[src/rtl/fwd_scoreboard_pkg.sv]
// Shared types for the operand-forwarding scoreboard: default widths,
// register/word typedefs and the operand-source enum used for debug.
package fwd_pkg;

    localparam int XLEN_DEF = 32;
    localparam int NREG_DEF = 32;
    localparam int AW_DEF   = $clog2(NREG_DEF);

    typedef logic [AW_DEF-1:0]   reg_idx_t;
    typedef logic [XLEN_DEF-1:0] word_t;

    // Where an operand came from this cycle (debug visibility only).
    typedef enum logic [1:0] {
        SRC_RF   = 2'd0,
        SRC_STG  = 2'd1,
        SRC_CMP  = 2'd2,
        SRC_ZERO = 2'd3
    } fwd_src_e;

endpackage

[src/rtl/fwd_scoreboard_if.sv]
// Bundle of operand, pipeline-stage, long-latency and result signals
// between the ID/EX stage (master) and the forwarding scoreboard (slave).
//
// Handshake: iss_valid and cmp_valid are single-cycle valid-only strobes,
// accepted on the rising edge they are high; there is no ready for them.
// stall is the only backpressure: while stall=1 the issuer holds ID/EX and
// earlier stages and must not raise iss_valid.
interface fwd_scoreboard_if
    import fwd_pkg::*;
#(
    parameter int XLEN = 32,
    parameter int NREG = 32,
    parameter int NSTG = 3,
    parameter int NRD  = 2,
    parameter int CNTW = 16
);
    localparam int AW = $clog2(NREG);

    logic [NRD-1:0][AW-1:0]    rs_idx;
    logic [NRD-1:0][XLEN-1:0]  rs_val;
    logic [NSTG-1:0]           st_regwrite;
    logic [NSTG-1:0]           st_ready;
    logic [NSTG-1:0][AW-1:0]   st_rd;
    logic [NSTG-1:0][XLEN-1:0] st_data;
    logic                      alusrc;
    logic [XLEN-1:0]           imm;
    logic                      id_regwrite;
    logic [AW-1:0]             id_rd;
    logic                      iss_valid;
    logic [AW-1:0]             iss_rd;
    logic                      cmp_valid;
    logic [AW-1:0]             cmp_rd;
    logic [XLEN-1:0]           cmp_data;

    logic [NRD-1:0][XLEN-1:0]  fw_rs;
    logic [XLEN-1:0]           fw_op2;
    logic                      stall;
    logic [NREG-1:0]           pending;
    logic [CNTW-1:0]           stall_cnt;
    fwd_src_e                  dbg_src [NRD];

    modport master (
        output rs_idx, rs_val, st_regwrite, st_ready, st_rd, st_data,
               alusrc, imm, id_regwrite, id_rd, iss_valid, iss_rd,
               cmp_valid, cmp_rd, cmp_data,
        input  fw_rs, fw_op2, stall, pending, stall_cnt, dbg_src
    );

    modport slave (
        input  rs_idx, rs_val, st_regwrite, st_ready, st_rd, st_data,
               alusrc, imm, id_regwrite, id_rd, iss_valid, iss_rd,
               cmp_valid, cmp_rd, cmp_data,
        output fw_rs, fw_op2, stall, pending, stall_cnt, dbg_src
    );

endinterface

[src/rtl/fwd_scoreboard_port_sel.sv]
// One read port of the forwarding unit: youngest matching stage wins, then
// the long-latency completion bypass, then the register file. x0 is never
// forwarded and never stalls.
module fwd_port_sel
    import fwd_pkg::*;
#(
    parameter int XLEN = 32,
    parameter int AW   = 5,
    parameter int NSTG = 3
) (
    input  logic [AW-1:0]             rs_idx_i,
    input  logic [XLEN-1:0]           rs_val_i,
    input  logic [NSTG-1:0]           st_regwrite_i,
    input  logic [NSTG-1:0]           st_ready_i,
    input  logic [NSTG-1:0][AW-1:0]   st_rd_i,
    input  logic [NSTG-1:0][XLEN-1:0] st_data_i,
    input  logic                      rs_pending_i,
    input  logic                      cmp_valid_i,
    input  logic [AW-1:0]             cmp_rd_i,
    input  logic [XLEN-1:0]           cmp_data_i,
    output logic [XLEN-1:0]           val_o,
    output logic                      stall_req_o,
    output fwd_src_e                  src_o
);

    logic            hit;
    logic            hit_ready;
    logic [XLEN-1:0] hit_data;

    // Priority search over stages (0 = youngest), then source selection.
    // A not-ready youngest match blocks older stages: their value is stale.
    always_comb begin
        hit         = 1'b0;
        hit_ready   = 1'b0;
        hit_data    = '0;
        val_o       = '0;
        stall_req_o = 1'b0;
        src_o       = SRC_RF;
        for (int i = 0; i < NSTG; i++) begin
            if (!hit && st_regwrite_i[i] && (st_rd_i[i] == rs_idx_i)) begin
                hit       = 1'b1;
                hit_ready = st_ready_i[i];
                hit_data  = st_data_i[i];
            end
        end
        if (rs_idx_i == '0) begin
            src_o = SRC_ZERO;
        end else if (hit) begin
            src_o = SRC_STG;
            if (hit_ready) val_o = hit_data;
            else           stall_req_o = 1'b1;
        end else if (rs_pending_i) begin
            src_o = SRC_CMP;
            if (cmp_valid_i && (cmp_rd_i == rs_idx_i)) val_o = cmp_data_i;
            else                                        stall_req_o = 1'b1;
        end else begin
            val_o = rs_val_i;
        end
    end

endmodule

[src/rtl/fwd_scoreboard.sv]
// Operand-forwarding unit with a scoreboard of registers owned by
// variable-latency ops, load-use / not-ready / WAW stall generation and a
// saturating stalled-cycle counter.
module fwd_scoreboard
    import fwd_pkg::*;
#(
    parameter int XLEN = 32,
    parameter int NREG = 32,
    parameter int NSTG = 3,
    parameter int NRD  = 2,
    parameter int CNTW = 16
) (
    input logic              clk,
    input logic              rst_n,
    fwd_scoreboard_if.slave  bus
);

    localparam int AW = $clog2(NREG);

    logic [NREG-1:0]          pending_q, pending_d;
    logic [CNTW-1:0]          stall_cnt_q, stall_cnt_d;
    logic [NRD-1:0]           port_stall;
    logic [NRD-1:0]           rs_pending;
    logic [NRD-1:0][XLEN-1:0] fw_rs;
    logic                     waw_stall;
    logic                     stall;

    for (genvar p = 0; p < NRD; p++) begin : g_port
        assign rs_pending[p] = pending_q[bus.rs_idx[p]];

        fwd_port_sel #(
            .XLEN (XLEN),
            .AW   (AW),
            .NSTG (NSTG)
        ) u_sel (
            .rs_idx_i      (bus.rs_idx[p]),
            .rs_val_i      (bus.rs_val[p]),
            .st_regwrite_i (bus.st_regwrite),
            .st_ready_i    (bus.st_ready),
            .st_rd_i       (bus.st_rd),
            .st_data_i     (bus.st_data),
            .rs_pending_i  (rs_pending[p]),
            .cmp_valid_i   (bus.cmp_valid),
            .cmp_rd_i      (bus.cmp_rd),
            .cmp_data_i    (bus.cmp_data),
            .val_o         (fw_rs[p]),
            .stall_req_o   (port_stall[p]),
            .src_o         (bus.dbg_src[p])
        );
    end

    // A new destination may not overtake an outstanding long-latency write,
    // unless that write completes in this very cycle.
    assign waw_stall = bus.id_regwrite && (bus.id_rd != '0) && pending_q[bus.id_rd]
                     && !(bus.cmp_valid && (bus.cmp_rd == bus.id_rd));
    assign stall     = (|port_stall) || waw_stall;

    assign bus.fw_rs     = fw_rs;
    assign bus.fw_op2    = bus.alusrc ? bus.imm : fw_rs[1];
    assign bus.stall     = stall;
    assign bus.pending   = pending_q;
    assign bus.stall_cnt = stall_cnt_q;

    // Next scoreboard and counter: completion clears, issue sets (issue wins
    // on the same register), x0 never pending, counter saturates at all-ones.
    always_comb begin
        pending_d = pending_q;
        if (bus.cmp_valid) pending_d[bus.cmp_rd] = 1'b0;
        if (bus.iss_valid && (bus.iss_rd != '0)) pending_d[bus.iss_rd] = 1'b1;
        pending_d[0] = 1'b0;

        stall_cnt_d = stall_cnt_q;
        if (stall && (stall_cnt_q != {CNTW{1'b1}})) stall_cnt_d = stall_cnt_q + 1'b1;
    end

    // Scoreboard and counter registers; reset discards outstanding ops.
    always_ff @(posedge clk) begin
        if (!rst_n) begin
            pending_q   <= '0;
            stall_cnt_q <= '0;
        end else begin
            pending_q   <= pending_d;
            stall_cnt_q <= stall_cnt_d;
        end
    end

    // Completion must target an outstanding register.
    a_cmp_pending: assert property (@(posedge clk) disable iff (!rst_n)
        bus.cmp_valid |-> pending_q[bus.cmp_rd]);

    // Issuing while the pipeline is held is illegal.
    a_iss_no_stall: assert property (@(posedge clk) disable iff (!rst_n)
        bus.iss_valid |-> !stall);

endmodule

[src/flat_wrapper.sv]
// flat-port wrapper written by rule: the top's interface ports become plain ports
module fwd_scoreboard_flat import fwd_pkg::*;
#(
    parameter int XLEN = 32,
    parameter int NREG = 32,
    parameter int NSTG = 3,
    parameter int NRD  = 2,
    parameter int CNTW = 16
)
  (clk, rst_n, bus_rs_idx, bus_rs_val, bus_st_regwrite, bus_st_ready, bus_st_rd, bus_st_data, bus_alusrc, bus_imm, bus_id_regwrite, bus_id_rd, bus_iss_valid, bus_iss_rd, bus_cmp_valid, bus_cmp_rd, bus_cmp_data, bus_fw_rs, bus_fw_op2, bus_stall, bus_pending, bus_stall_cnt, bus_dbg_src);
  fwd_scoreboard_if #(.XLEN(XLEN), .NREG(NREG), .NSTG(NSTG), .NRD(NRD), .CNTW(CNTW)) bus_i ();
  input logic clk;
  input logic rst_n;
  input wire logic [$bits(bus_i.rs_idx)-1:0] bus_rs_idx;
  input wire logic [$bits(bus_i.rs_val)-1:0] bus_rs_val;
  input wire logic [$bits(bus_i.st_regwrite)-1:0] bus_st_regwrite;
  input wire logic [$bits(bus_i.st_ready)-1:0] bus_st_ready;
  input wire logic [$bits(bus_i.st_rd)-1:0] bus_st_rd;
  input wire logic [$bits(bus_i.st_data)-1:0] bus_st_data;
  input wire logic [$bits(bus_i.alusrc)-1:0] bus_alusrc;
  input wire logic [$bits(bus_i.imm)-1:0] bus_imm;
  input wire logic [$bits(bus_i.id_regwrite)-1:0] bus_id_regwrite;
  input wire logic [$bits(bus_i.id_rd)-1:0] bus_id_rd;
  input wire logic [$bits(bus_i.iss_valid)-1:0] bus_iss_valid;
  input wire logic [$bits(bus_i.iss_rd)-1:0] bus_iss_rd;
  input wire logic [$bits(bus_i.cmp_valid)-1:0] bus_cmp_valid;
  input wire logic [$bits(bus_i.cmp_rd)-1:0] bus_cmp_rd;
  input wire logic [$bits(bus_i.cmp_data)-1:0] bus_cmp_data;
  output wire logic [$bits(bus_i.fw_rs)-1:0] bus_fw_rs;
  output wire logic [$bits(bus_i.fw_op2)-1:0] bus_fw_op2;
  output wire logic [$bits(bus_i.stall)-1:0] bus_stall;
  output wire logic [$bits(bus_i.pending)-1:0] bus_pending;
  output wire logic [$bits(bus_i.stall_cnt)-1:0] bus_stall_cnt;
  output wire logic [$bits(bus_i.dbg_src)-1:0] bus_dbg_src;
  assign bus_i.rs_idx = bus_rs_idx;
  assign bus_i.rs_val = bus_rs_val;
  assign bus_i.st_regwrite = bus_st_regwrite;
  assign bus_i.st_ready = bus_st_ready;
  assign bus_i.st_rd = bus_st_rd;
  assign bus_i.st_data = bus_st_data;
  assign bus_i.alusrc = bus_alusrc;
  assign bus_i.imm = bus_imm;
  assign bus_i.id_regwrite = bus_id_regwrite;
  assign bus_i.id_rd = bus_id_rd;
  assign bus_i.iss_valid = bus_iss_valid;
  assign bus_i.iss_rd = bus_iss_rd;
  assign bus_i.cmp_valid = bus_cmp_valid;
  assign bus_i.cmp_rd = bus_cmp_rd;
  assign bus_i.cmp_data = bus_cmp_data;
  assign bus_fw_rs = bus_i.fw_rs;
  assign bus_fw_op2 = bus_i.fw_op2;
  assign bus_stall = bus_i.stall;
  assign bus_pending = bus_i.pending;
  assign bus_stall_cnt = bus_i.stall_cnt;
  assign bus_dbg_src = {>>{bus_i.dbg_src}};
  fwd_scoreboard #(.XLEN(XLEN), .NREG(NREG), .NSTG(NSTG), .NRD(NRD), .CNTW(CNTW)) u_core (.clk(clk), .rst_n(rst_n), .bus(bus_i));
endmodule
[config.mk]
export PLATFORM = sky130hd
export DESIGN_NAME = fwd_scoreboard_flat
export DESIGN_NICKNAME = d
export VERILOG_FILES = /design/src/rtl/fwd_scoreboard_pkg.sv /design/src/rtl/fwd_scoreboard_if.sv /design/src/rtl/fwd_scoreboard_port_sel.sv /design/src/rtl/fwd_scoreboard.sv /design/src/flat_wrapper.sv
export SDC_FILE = /design/constraint.sdc
export NUM_CORES = 1
export LEC_CHECK = 0
export CAP_MARGIN = 25
export CORE_AREA = 10 10 159 161
export CTS_CLUSTER_SIZE = 30
export DETAILED_ROUTE_END_ITERATION = 8
export DIE_AREA = 0 0 169 171
export PLACE_DENSITY_LB_ADDON = 0.15
export SLEW_MARGIN = 0
export SYNTH_ARGS = -nofsm -noshare
export SYNTH_HDL_FRONTEND = slang
export SYNTH_SLANG_ARGS = --single-unit
[constraint.sdc]
create_clock -name clk -period 5.2 [get_ports clk]
set_input_delay 1.04 -clock clk [delete_from_list [all_inputs] [get_ports clk]]
set_output_delay 1.04 -clock clk [all_outputs]
set_load 0.02 [all_outputs]
---- Word-level counts from Yosys, hierarchy flattened ----
Cells that the tools add are included.
word-level totals
  register bits ........................... 48
  output and inout port bits .............. 149
  logic and storage cells ................. 112
cells by class
  reductions and logical operators ........ 31
  equality and inequality tests ........... 10
  bitwise logic cells ..................... 3
  order comparisons ....................... 7
  $add $sub $neg .......................... 1
  mux-type cells .......................... 57
operators with widths
  operator                                                                             count
  32-bit 2-to-1 mux                                                                    19
  5-bit equality test                                                                  9
  32-bit AND                                                                           1
  32-bit NOT                                                                           1
  32-bit bitwise OR                                                                    1
  5-bit by 6-bit < comparator with 1-bit output, second input constant                 5
  1-bit 2-to-1 mux                                                                     27
  1-bit logical AND                                                                    20
  16-bit by 1-bit adder with 16-bit output, second input constant                      1
  16-bit inequality test, second input constant                                        1
  1-bit binary-select mux with 5-bit select                                            3
  2-bit 2-to-1 mux                                                                     6
  1-bit demux with 5-bit select                                                        2
  5-bit by 1-bit greater-or-equal comparator with 1-bit output, second input constant  2
  5-bit zero test                                                                      2
  5-bit nonzero test                                                                   2
  1-bit zero test                                                                      5
  2-bit OR reduction                                                                   1
  1-bit logical OR                                                                     1

---- Depth between registers and ports, before layout ----
Gate-level depths: netlist (run 1).
  depth after elaboration ................. 17
  mapped depth ............................ 12

---- Modules after synthesis ----
From an unflattened synthesis (run 1), not the netlist that was laid out.
unflattened totals
  cells, all modules ...................... 1024
  area total of the unflattened synthesis .. 8408.1 um^2
modules (own cells, without submodules)
  module          instances  area an instance (um^2)  cells each  seq. area each (um^2)
  fwd_port_sel    2          2522.4                   323         0.0
  fwd_scoreboard  1          3363.2                   378         940.9

---- Worst setup path before layout (run 1) ----
OpenSTA, ideal clock, no wires.
  path type ............................... input port to output port
  start point ............................. input bus_rs_idx[5]
  end point ............................... output bus_fw_op2[0]
  slack ................................... 0.769 ns
  stages .................................. 10
  arrival time ............................ 3.391 ns
  cells stage by stage .................... buf_2 > mux4_2 > nor2_1 > nor4_1 > nor4_2 > nor2b_1 > clkbuf_1 > buf_2 > a221oi_1 > o31ai_1
on the way
  cells in the longest elaborated chain, start to end .. 15
  elaborated cells between the ends (all ways) .. 30
  classes of those cells .................. eq/ne: 4; mux: 17; reduce/logical: 9
RTL lines
  item                                                   line                           RTL
  start, declared                                        flat_wrapper.sv:14             input wire logic [$bits(bus_i.rs_idx)-1:0] bus_rs_idx;
  5-bit equality test                                    fwd_scoreboard_port_sel.sv:40  if (!hit && st_regwrite_i[i] && (st_rd_i[i] == rs_idx_i)) begin
  1-bit logical AND                                      fwd_scoreboard_port_sel.sv:40
  1-bit 2-to-1 mux                                       fwd_scoreboard_port_sel.sv:40
  1-bit zero test                                        fwd_scoreboard_port_sel.sv:40
  1-bit logical AND (2 in series)                        fwd_scoreboard_port_sel.sv:40
  1-bit 2-to-1 mux                                       fwd_scoreboard_port_sel.sv:40
  1-bit zero test                                        fwd_scoreboard_port_sel.sv:40
  1-bit logical AND (2 in series)                        fwd_scoreboard_port_sel.sv:40
  32-bit 2-to-1 mux or 1-bit 2-to-1 mux (tied branches)  fwd_scoreboard_port_sel.sv:40
  32-bit 2-to-1 mux                                      fwd_scoreboard_port_sel.sv:50  if (hit_ready) val_o = hit_data;
  32-bit 2-to-1 mux                                      fwd_scoreboard_port_sel.sv:48  end else if (hit) begin
  32-bit 2-to-1 mux (*)                                  fwd_scoreboard_port_sel.sv:46  if (rs_idx_i == '0) begin
  32-bit 2-to-1 mux (*)                                  fwd_scoreboard.sv:59           assign bus.fw_op2 = bus.alusrc ? bus.imm : fw_rs[1];
  end, declared                                          flat_wrapper.sv:30             output wire logic [$bits(bus_i.fw_op2)-1:0] bus_fw_op2;
Every way passes the cells marked *; elsewhere a longest branch is shown, timed or not. The select of a mux whose other input is x is not followed.

---- Final worst setup path (run 1) ----
  start point ............................. input bus_rs_idx[5]
  end point ............................... output bus_fw_rs[32]
on the way
  cells in the longest elaborated chain, start to end .. 14
  elaborated cells between the ends (all ways) .. 29
  classes of those cells .................. eq/ne: 4; mux: 16; reduce/logical: 9
RTL lines
  item                                                   line                           RTL
  5-bit equality test                                    fwd_scoreboard_port_sel.sv:40
  1-bit logical AND                                      fwd_scoreboard_port_sel.sv:40
  1-bit 2-to-1 mux                                       fwd_scoreboard_port_sel.sv:40
  1-bit zero test                                        fwd_scoreboard_port_sel.sv:40
  1-bit logical AND (2 in series)                        fwd_scoreboard_port_sel.sv:40
  1-bit 2-to-1 mux                                       fwd_scoreboard_port_sel.sv:40
  1-bit zero test                                        fwd_scoreboard_port_sel.sv:40
  1-bit logical AND (2 in series)                        fwd_scoreboard_port_sel.sv:40
  32-bit 2-to-1 mux or 1-bit 2-to-1 mux (tied branches)  fwd_scoreboard_port_sel.sv:40
  32-bit 2-to-1 mux                                      fwd_scoreboard_port_sel.sv:50
  32-bit 2-to-1 mux                                      fwd_scoreboard_port_sel.sv:48
  32-bit 2-to-1 mux (*)                                  fwd_scoreboard_port_sel.sv:46
  end, declared                                          flat_wrapper.sv:29             output wire logic [$bits(bus_i.fw_rs)-1:0] bus_fw_rs;
Marked as above.

==> run summary, run 1 <==
Status - complete, no violations
H-tree Lvls - 2
Min Tclk post-route - 5060 ps
Slew @ Worst Pin - 1020 ps
Clock latency on the worst-skew pair - 290 ps
Die area - 0.0289 mm^2
Slowest cell on crit path - clkdlybuf4s50_1
Syn avg cell area - 6.84 um^2
Routability cong. - 0.972
Area growth from synthesis to layout - 82.2%
Endpoints failing setup - 0
Die height - 171 um
Placed cells - 1657
Dominant synthesized flop cell - dfxtp_1
Pwr dens - 142 mW/mm^2
Via count - 9481
Vias in the first global route - 9230
Drt via density - 5.67
Post-DRT Antenna Nets - 0
Crit path largest cell delay - 400 ps
CP Max Fanout - 10
Total global routing overflow - 0
Worst Path Buf+Inv - 8
Arrival time worst endpoint - 4020 ps
Rel. slew slack - 31.7%
CORE AREA - 0.0222 mm^2
Hold Path Class - flop to flop
Clock Sinks - 47
CP most frequent cell - buf_4
Max Cap Violations - 0
Share of cells above drive strength 1 - 16.4%
Syn_nets - 1224
Leading area contributor after synthesis - dfxtp_1
Synth async-reset ratio - 0%
Initial cell density of the core - 29.2%
Crit Path Class - input pin to primary output
Syn Std Cell Area - 0.00648 mm^2
Post-synth EDFFs - 0
Total GRT Usage - 26.0%
CP startpoint kind - input pin
Net count, final - 1657
Non-filler instance count after layout - 1672
Initial DRT Pass Iterations - 5
Fin Setup TNS - 0 ps
Die W - 169 um
Clock Tree Buf Depth - 2
Most frequent cell after synthesis - nand2_1
Final worst-path cycle share - 97.3%
I/O pin total - 425
DRT iter0 DRCs - 761
Synth top cells by count - 163 x nand2_1, 101 x a21oi_1, 77 x nor2_1
Routed len/inst - 24.4 um
DR DRC count - 0
Fmax - 198 MHz
# fillers - 2188
Largest net degree at the start of global routing - 66
CTS Buf Count - 5
Clk slew on worst S/H paths - 60 ps
Critical path, cell by cell - clkdlybuf4s50_1 > buf_4 > buf_4 > or2_2 > o211a_1 > nor4_2 > buf_4 > nor2b_2 > buf_4 > buf_12 > a221oi_2 > nor2_1 > buf_4 > clkdlybuf4s15_1
Worst VDD drop - 0.268 mV
Synthesis warning total - 0
RSZ-0062 raised after global routing - true
Netlist cell types - 64
Leakage - 4.67 nW
Rows - 55
Mapped Cells - 947
Routed wire length - 40.8 mm
CP top delay family - buffers and inverters
CTS tree - yes
Global-route wire length before repair - 59.4 mm
DP Wirelength - 33.7 mm
CTS root buf - clkbuf_16
CP Capture Type - primary output
Final worst clock skew - 3.68 ps
Final count of pins violating max slew - 0
I/O Buffers - 423
Final hold viol count - 0
Synth top area cells - dfxtp_1 15%, nand2_1 9.4%, a21oi_1 7.8%, mux4_2 5.2%, o21ai_0 5.0%
Sequential area share after synthesis - 14.5%
Initial antenna violation count - 6
Yosys reg bits - 47
Worst Path Required - 4160 ps
Post-synth top area share - 14.5%
[power by group]
part	total, W	internal, W	switching, W	leakage, nW
clock	0.000319	0.000178	0.000142	0.0669
combinational	0.000988	0.000494	0.000494	4.22
sequential	0.000374	0.000365	0.00000887	0.379
[worst register-to-register path, delay by kind of cell, from the launching register on]
| kind | cells | cell delay (ps) |
|---|---|---|
| compound gates | 2 | 450 |
| buf+inv | 2 | 550 |
| flops | 1 | 380 |
| mux | 3 | 930 |
| simple gates | 3 | 540 |
[what timing repair did]
| item | in CTS | in global routing |
|---|---|---|
| hold buffers | 0 | 0 |
| gates resized for setup | 69 | 121 |
| buffers inserted | 1 | 0 |
| setup endpoints to repair | 85 | 68 |
| pin swaps | 1 | 1 |
[routing by layer]
metal,vias to the layer above,GRT usage [%],wire length (um)
met5,-,0,9
met4,2,6.98,875
met3,55,5.85,3420
met2,472,45.8,20600
met1,4502,31.0,15900
li1,4450,-,-
[sequential cells by signal, indices dropped and copies added, names as in the netlist]
name                  cells
u_core.bus.stall_cnt     16
u_core.bus.pending       31
[logic make-up after synthesis]
group	synth area share (%)
muxes	9.52
buffers and inverters	6.66
other	0.0579
AOI/OAI and AO/OA	37.2
and+or+nand+nor	25.8
adders and majority gates	0.193
xor gates and xnor gates	6.08
DFF	14.5
[stage by stage]
step | cell area [um^2] | hold slack (ps) | setup slack (ps) | utilization [%] | power (W)
floorplan | 6480 | 545 | 769 | - | 0.000813
global placement | 11600 | 464 | -376 | 52.3 | 0.00140
detailed placement | 11600 | 465 | -384 | 52.3 | 0.00140
CTS | 11700 | 474 | 1.13 | 52.7 | 0.00168
global route | 11800 | 495 | -59.9 | 53.1 | 0.00176
finish | 11800 | 468 | 140 | 53.1 | 0.00168
[worst paths after layout]
path	slack [ps]	endpoint	cells after the start	startpoint
max	140	bus_fw_rs[32]	14	bus_rs_idx[5]
min	470	u_core.bus.stall_cnt[5]$_SDFFE_PN0P_	2	u_core.bus.stall_cnt[5]$_SDFFE_PN0P_
max reg2reg	2230	u_core.bus.stall_cnt[7]$_SDFFE_PN0P_	10	u_core.bus.pending[30]$_SDFF_PN0_
min reg2reg	470	u_core.bus.stall_cnt[5]$_SDFFE_PN0P_	2	u_core.bus.stall_cnt[5]$_SDFFE_PN0P_
[final cells by class]
class / instances / area, um^2 / share of cell area [%]
well taps: 285 / 357 / 3.02
flip-flops and latches: 47 / 941 / 7.97
clock buffers: 6 / 129 / 1.09
clock inverters: 2 / 12.5 / 0.106
repair buffers: 521 / 5070 / 43.0
multi-input cells: 799 / 5250 / 44.5
diodes: 6 / 15.0 / 0.127
inverters: 6 / 22.5 / 0.191
[layout by cell type, fill, tap and decap left out, types with 7 or more instances in the layout]
cell type,count
and3_1,8
nand4_1,7
clkdlybuf4s50_1,326
buf_12,17
clkbuf_2,25
o31ai_1,36
o22ai_1,33
dlygate4sd2_1,33
nand3_1,17
mux2i_1,20
dfxtp_1,47
a221oi_1,20
a21oi_1,101
dlymetal6s2s_1,28
nand3b_1,8
nor2_1,76
a221oi_2,15
o221a_2,27
nand2_1,163
o21ai_0,64
mux4_2,15
buf_4,84
nor4_1,11
a22oi_1,32
nand2b_1,13
xnor2_1,9
xor2_1,36
(Power assumes the default switching activity.)
==> inputs of run 2 (changes only) <==
--- a/config.mk
+++ b/config.mk
@@ -10,6 +10,7 @@
 export CTS_CLUSTER_SIZE = 30
 export DETAILED_ROUTE_END_ITERATION = 8
 export DIE_AREA = 0 0 169 171
+export GPL_ROUTABILITY_DRIVEN = 0
 export PLACE_DENSITY_LB_ADDON = 0.15
 export SLEW_MARGIN = 0
 export SYNTH_ARGS = -nofsm -noshare
==> run 2 against run 1 <==
  * Design area up 0.64%
  * Non-clock buffer count decreased by 6
  * Cell count down 0.12%
  * Clock power is 2% higher
  * Setup slack worse by 3.2 ps
  * Critical path type unchanged
  * Highest routed layer unchanged
==> run summary, run 2 (synthesis results as in run 1) <==
Fmax - 198 MHz
Initial DRT Pass Iterations - 5
Top layer in use - met5
Hold_buf cts - 0
Met2 routed WL - 20.1 mm
Worst VDD drop - 0.271 mV
Worst hold margin - 482 ps
CP top delay family - buffers and inverters
Final worst-path cycle share - 97.4%
Worst Path Buf+Inv - 7
CTS root buf - clkbuf_16
Die area - 0.0289 mm^2
Routed len/inst - 24.3 um
Initial cell density of the core - 29.2%
Endpoints failing setup - 0
Net count, final - 1651
Routed wire length - 40.6 mm
Min Tclk post-route - 5060 ps
Post-DRT Antenna Nets - 0
Rows - 55
CTS Buf Count - 5
CP Capture Type - primary output
CORE AREA - 0.0222 mm^2
RSZ-0062 raised after global routing - true
Commonest non-fill, non-tap cell in the layout - clkdlybuf4s50_1
Initial antenna violation count - 12
Rel. slew slack - 31.7%
Via count - 9473
DR DRC count - 0
Largest net degree at the start of global routing - 64
Slew @ Worst Pin - 1020 ps
DRT iter0 DRCs - 831
Total global routing overflow - 0
CTS tree - yes
Worst setup startpoint - bus_rs_idx[5]
Total GRT Usage - 25.5%
Area growth from synthesis to layout - 83.3%
Final worst clock skew - 6.60 ps
Worst r2r src - u_core.bus.pending[28]$_SDFF_PN0_
Max Cap Violations - 0
Hold Path Class - flop to flop
I/O pin total - 425
Vias in the first global route - 9000
Clk slew on worst S/H paths - 60 ps
DP Wirelength - 32.8 mm
Clock latency on the worst-skew pair - 300 ps
CP most frequent cell - buf_4
Clock Sinks - 47
Final hold viol count - 0
CP startpoint kind - input pin
Critical path, cell by cell - clkdlybuf4s50_1 > buf_4 > buf_4 > or2_2 > o211a_1 > nor4_4 > buf_4 > nor3_4 > buf_6 > a221oi_2 > buf_4 > o31ai_1 > dlygate4sd2_1
Slowest cell on crit path - clkdlybuf4s50_1
I/O Buffers - 423
Met3 WL - 3.25 mm
Final count of pins violating max slew - 0
Drt via density - 5.67
M1 WL - 16.0 mm
Global-route wire length before repair - 57.9 mm
Pwr dens - 143 mW/mm^2
Placed cells - 1650
Worst Path Required - 4160 ps
Share of cells above drive strength 1 - 15.3%
H-tree Lvls - 2
Leakage - 4.70 nW
Most frequent cells in the layout - 329 x clkdlybuf4s50_1, 163 x nand2_1, 101 x a21oi_1, 80 x buf_4, 76 x nor2_1
Clock Tree Buf Depth - 2
Max reg flops - 31
Non-filler instance count after layout - 1670
# fillers - 2157
Die height - 171 um
Worst Hold Launch - u_core.bus.stall_cnt[11]$_SDFFE_PN0P_
Crit path largest cell delay - 400 ps
Die W - 169 um
Crit Path Class - input pin to primary output
CP Max Fanout - 17
Arrival time worst endpoint - 4020 ps
Status - complete, no violations
==> run 2: changes by cell type in the layout (fill, tap and decap cells not counted), sizes merged <==
cell / change
dlygate4sd2: +16
clkdlybuf4s50: +3
diode: +5
clkbuf: -17
dlymetal6s2s: +1
clkdlybuf4s15: -3
buf: -6
clkinvlp: -1
==> run 2: repair_timing <==
action                     CTS  global route
pin swaps                    0             3
setup endpoints to repair   57            75
resized for setup           67            75
buffers inserted             0             1
gates cloned                 0             1
==> run 2: tightest hold or removal path: stages (launching register included) <==
cell     delay [ps]
dfxtp_1         330
nand2_1          60
mux2i_1          50
==> run 2: per-stage QoR <==
stage	cell area (um^2)	utilization [%]	TNS, ps	setup slack (ps)	total power (W)
final	11900	53.4	0	137	0.00169
after global placement	11500	51.9	-5020	-290	0.00139
after global routing	11900	53.4	-5.47	-5.47	0.00177
after floorplan	6480	-	0	769	0.000813
after CTS	11600	52.4	0	2.78	0.00168
after detailed placement	11500	51.9	-4210	-250	0.00139
==> run 2: layout make-up <==
class	count	area, um^2	share of cell area, %
Timing Repair Buffer	515	5080	42.8
Clock inverter	1	5.00	0.0421
Antenna cell	11	27.5	0.232
Tap cell	285	357	3.00
Inverter	6	22.5	0.190
Clock buffer	6	139	1.17
Sequential cell	47	941	7.92
Multi-Input combinational cell	799	5310	44.7
==> run 2: metal layers <==
metal / up-vias / track usage [%]
met5: - / 0
met4: 2 / 11.0
met3: 70 / 5.87
met2: 500 / 42.7
met1: 4465 / 30.7
li1: 4436 / -
==> run 2: path summary, 6_finish.rpt <==
| path | to | slack, ps | depth (start not counted) |
|---|---|---|---|
| max | bus_fw_op2[4] | 140 | 13 |
| max reg2reg | u_core.bus.stall_cnt[7]$_SDFFE_PN0P_ | 2250 | 10 |
| min | u_core.bus.stall_cnt[11]$_SDFFE_PN0P_ | 480 | 2 |
| min reg2reg | u_core.bus.stall_cnt[11]$_SDFFE_PN0P_ | 480 | 2 |
==> run 2: power breakdown <==
group,internal (W),switching (W)
registers,0.000365,0.00000919
logic,0.000498,0.000494
clock network,0.000188,0.000138
total,0.00105,0.000641
==> inputs of run 3 (changes only) <==
--- a/config.mk
+++ b/config.mk
@@ -6,13 +6,14 @@
 export NUM_CORES = 1
 export LEC_CHECK = 0
 export CAP_MARGIN = 25
-export CORE_AREA = 10 10 159 161
+export CORE_AREA = 10 10 157 159
 export CTS_CLUSTER_SIZE = 30
 export DETAILED_ROUTE_END_ITERATION = 8
-export DIE_AREA = 0 0 169 171
+export DIE_AREA = 0 0 167 169
 export GPL_ROUTABILITY_DRIVEN = 0
 export PLACE_DENSITY_LB_ADDON = 0.15
 export SLEW_MARGIN = 0
 export SYNTH_ARGS = -nofsm -noshare
 export SYNTH_HDL_FRONTEND = slang
+export SYNTH_HIERARCHICAL = 1
 export SYNTH_SLANG_ARGS = --single-unit
==> run 3 against run 2 <==
  * Clock skew is 0.53 ps lower
  * Via count is 12% higher
  * Synthesized cell count is 8.1% higher
  * Sequential power hardly changed
  * Highest routed layer unchanged
  * Largest cell class unchanged
  * Fmax is 2.3% lower
  * Clock power hardly changed
==> run summary, run 3 <==
Status - complete, no violations
Syn_nets - 1301
Postcts setup bufs - 0
Largest net degree at the start of global routing - 35
CTS root buf - clkbuf_16
CTS tree - yes
Hold depth - 2
CP Max Fanout - 23
Initial antenna violation count - 11
Clk slew on worst S/H paths - 70 ps
Critical path, cell by cell - clkdlybuf4s50_1 > buf_6 > mux4_2 > mux4_2 > mux2_4 > buf_12 > mux2i_1 > o32ai_2 > mux2_2 > clkdlybuf4s15_2
Global-route wire length before repair - 66.5 mm
Synth top area cells - o32ai_2 11%, dfxtp_1 11%, mux2i_1 8.9%, nand3b_1 6.2%, and3_1 6.0%
Synth top cells by count - 81 x and3_1, 78 x nand3_1, 75 x mux2i_1
Min Tclk post-route - 5180 ps
RSZ-0062 raised after global routing - true
Reg2Reg Depth - 13
CP most frequent cell - mux4_2
Fin Setup TNS - 0 ps
Slew @ Worst Pin - 1030 ps
CTS Buf Count - 5
Total GRT Usage - 29.0%
Vias in the first global route - 10773
Syn avg cell area - 8.21 um^2
H-tree Lvls - 2
Post-DRT Antenna Nets - 0
Clock Sinks - 47
Finished Cell Area - 0.0137 mm^2
Final hold viol count - 0
I/O pin total - 425
Fmax - 193 MHz
Die area - 0.0282 mm^2
Setup WS post-layout - 19.7 ps
Area growth from synthesis to layout - 63.0%
Final worst clock skew - 6.06 ps
CORE AREA - 0.0216 mm^2
Clock latency on the worst-skew pair - 290 ps
Final worst-path cycle share - 99.6%
Final count of pins violating max slew - 0
Net count, final - 1732
Synth async-reset ratio - 0%
Most frequent cell after synthesis - and3_1
Worst r2r src - u_core/bus.pending[27]$_SDFF_PN0_
Endpoints failing setup - 0
Crit Reg-Reg Endpoint - u_core/bus.stall_cnt[3]$_SDFFE_PN0P_
I/O Buffers - 423
Met2 Use GR - 51.1%
Final core occ - 63.6%
Worst VDD drop - 0.181 mV
DRT iter0 DRCs - 844
Rows - 54
R2R Setup Slk - 2020 ps
Crit Path Class - input pin to primary output
Syn Std Cell Area - 0.00841 mm^2
Leading area contributor after synthesis - o32ai_2
Clock Tree Buf Depth - 2
Worst Hold Launch - u_core/bus.stall_cnt[5]$_SDFFE_PN0P_
WHS Endpoint - u_core/bus.stall_cnt[5]$_SDFFE_PN0P_
GR Util met1 - 33.9%
CP top delay family - multiplexers
Mapped Cells - 1024
Storage element area - 941 um^2
Pre-CTS setup slack - -514 ps
Die W - 167 um
CP Capture Type - primary output
Worst hold margin - 502 ps
Total global routing overflow - 0
Via count - 10593
Slowest cell on crit path - mux4_2
DP Wirelength - 35.1 mm
Post-DP Area - 0.0134 mm^2
Worst Path Required - 4160 ps
Routed len/inst - 25.3 um
Most used routing layer - met2
Initial cell density of the core - 39.0%
Synthesis warning total - 6
CP startpoint kind - input pin
DR DRC count - 0
Most frequent cells in the layout - 323 x clkdlybuf4s50_1, 124 x buf_4, 80 x and3_1, 76 x nand3_1, 69 x nand3b_1
Yosys reg bits - 47
Share of cells above drive strength 1 - 23.1%
Post-synth EDFFs - 0
# fillers - 1952
Commonest non-fill, non-tap cell in the layout - clkdlybuf4s50_1
Initial DRT Pass Iterations - 7
Worst setup startpoint - bus_rs_idx[6]
Dominant synthesized flop cell - dfxtp_1
Hold Path Class - flop to flop
Die height - 169 um
Met3 Usage GRT - 6.14%
Multi-input logic area - 0.00704 mm^2
Crit path largest cell delay - 510 ps
Routed wire length - 44.2 mm
Netlist cell types - 56
Drt via density - 6.06
Arrival time worst endpoint - 4140 ps
Pwr dens - 128 mW/mm^2
Leakage - 4.76 nW
Rel. slew slack - 31.1%
Sequential area share after synthesis - 11.2%
Worst Path Buf+Inv - 4
Max reg flops - 31
Post-synth top area share - 11.2%
Max Cap Violations - 0
==> run 3: cell count changes after synthesis, moves of 31 or more <==
cell / before / now
nand3_1: 20 / 78
a211oi_1: 0 / 62
mux2i_1: 20 / 75
a221oi_1: 34 / 0
o32ai_2: 1 / 58
and3_1: 8 / 81
nor2_1: 77 / 14
nand2_1: 163 / 60
a22oi_1: 32 / 0
mux2_2: 6 / 37
a21oi_1: 101 / 40
nand3b_1: 8 / 69
==> run 3: routing by layer <==
| layer | share of wire [%] | routed length [um] |
|---|---|---|
| met5 | 0.045 | 20 |
| met3 | 8.5 | 3740 |
| met1 | 38 | 16700 |
| met4 | 2.7 | 1210 |
| met2 | 51 | 22600 |
==> run 3: worst max path at each step <==
| stage | end | slack [ps] | cells past startpoint |
|---|---|---|---|
| after CTS | bus_stall | -80 | 12 |
| after global placement | bus_stall | -410 | 12 |
| after detailed placement | bus_stall | -510 | 13 |
| final | bus_fw_op2[19] | 20 | 10 |
| after global routing | bus_fw_op2[19] | -70 | 10 |
| after floorplan | bus_fw_op2[0] | 70 | 10 |
==> run 3: area by class of cell <==
class | instances | area share [%]
clock buffer | 6 | 0.940
tap | 280 | 2.56
sequential | 47 | 6.86
inverter | 9 | 0.246
multi-input combinational | 838 | 51.4
clock inverter | 2 | 0.119
timing repair buffer | 554 | 37.7
antenna | 11 | 0.201
==> run 3: power breakdown <==
part	switching [W]	internal (W)	total, W
sequential	0.00000779	0.000364	0.000372
clock	0.000148	0.000180	0.000329
combinational	0.000536	0.000513	0.00105
==> run 3: metrics by stage <==
| step | instances | power [W] |
|---|---|---|
| after floorplan | 1024 | 0.000879 |
| after global placement | 1728 | 0.00144 |
| after detailed placement | 1728 | 0.00145 |
| after CTS | 1736 | 0.00174 |
| after global routing | 1744 | 0.00183 |
| final | 1747 | 0.00175 |
==> run 3: logic make-up after synthesis <==
group	Yosys count	synth area share (%)
compound gates	299	31.0
xor+xnor	46	4.79
fa+ha+maj	1	0.149
buf+inv	139	8.24
flops	47	11.2
mux	133	19.6
other cells	1	0.0446
simple gates	358	25.1
==> run 3: tightest hold or removal path: cells and delay by family (launching register included) <==
family | cells | cell delay [ps]
flip-flops | 1 | 340
AND/OR/NAND/NOR | 1 | 60
multiplexers | 1 | 50
==> run 3: repair_timing <==
item / 4_1_cts / 5_1_grt
hold buffers: 0 / 0
pin swaps: 0 / 2
gates resized for setup: 142 / 71
setup endpoints to repair: 92 / 47
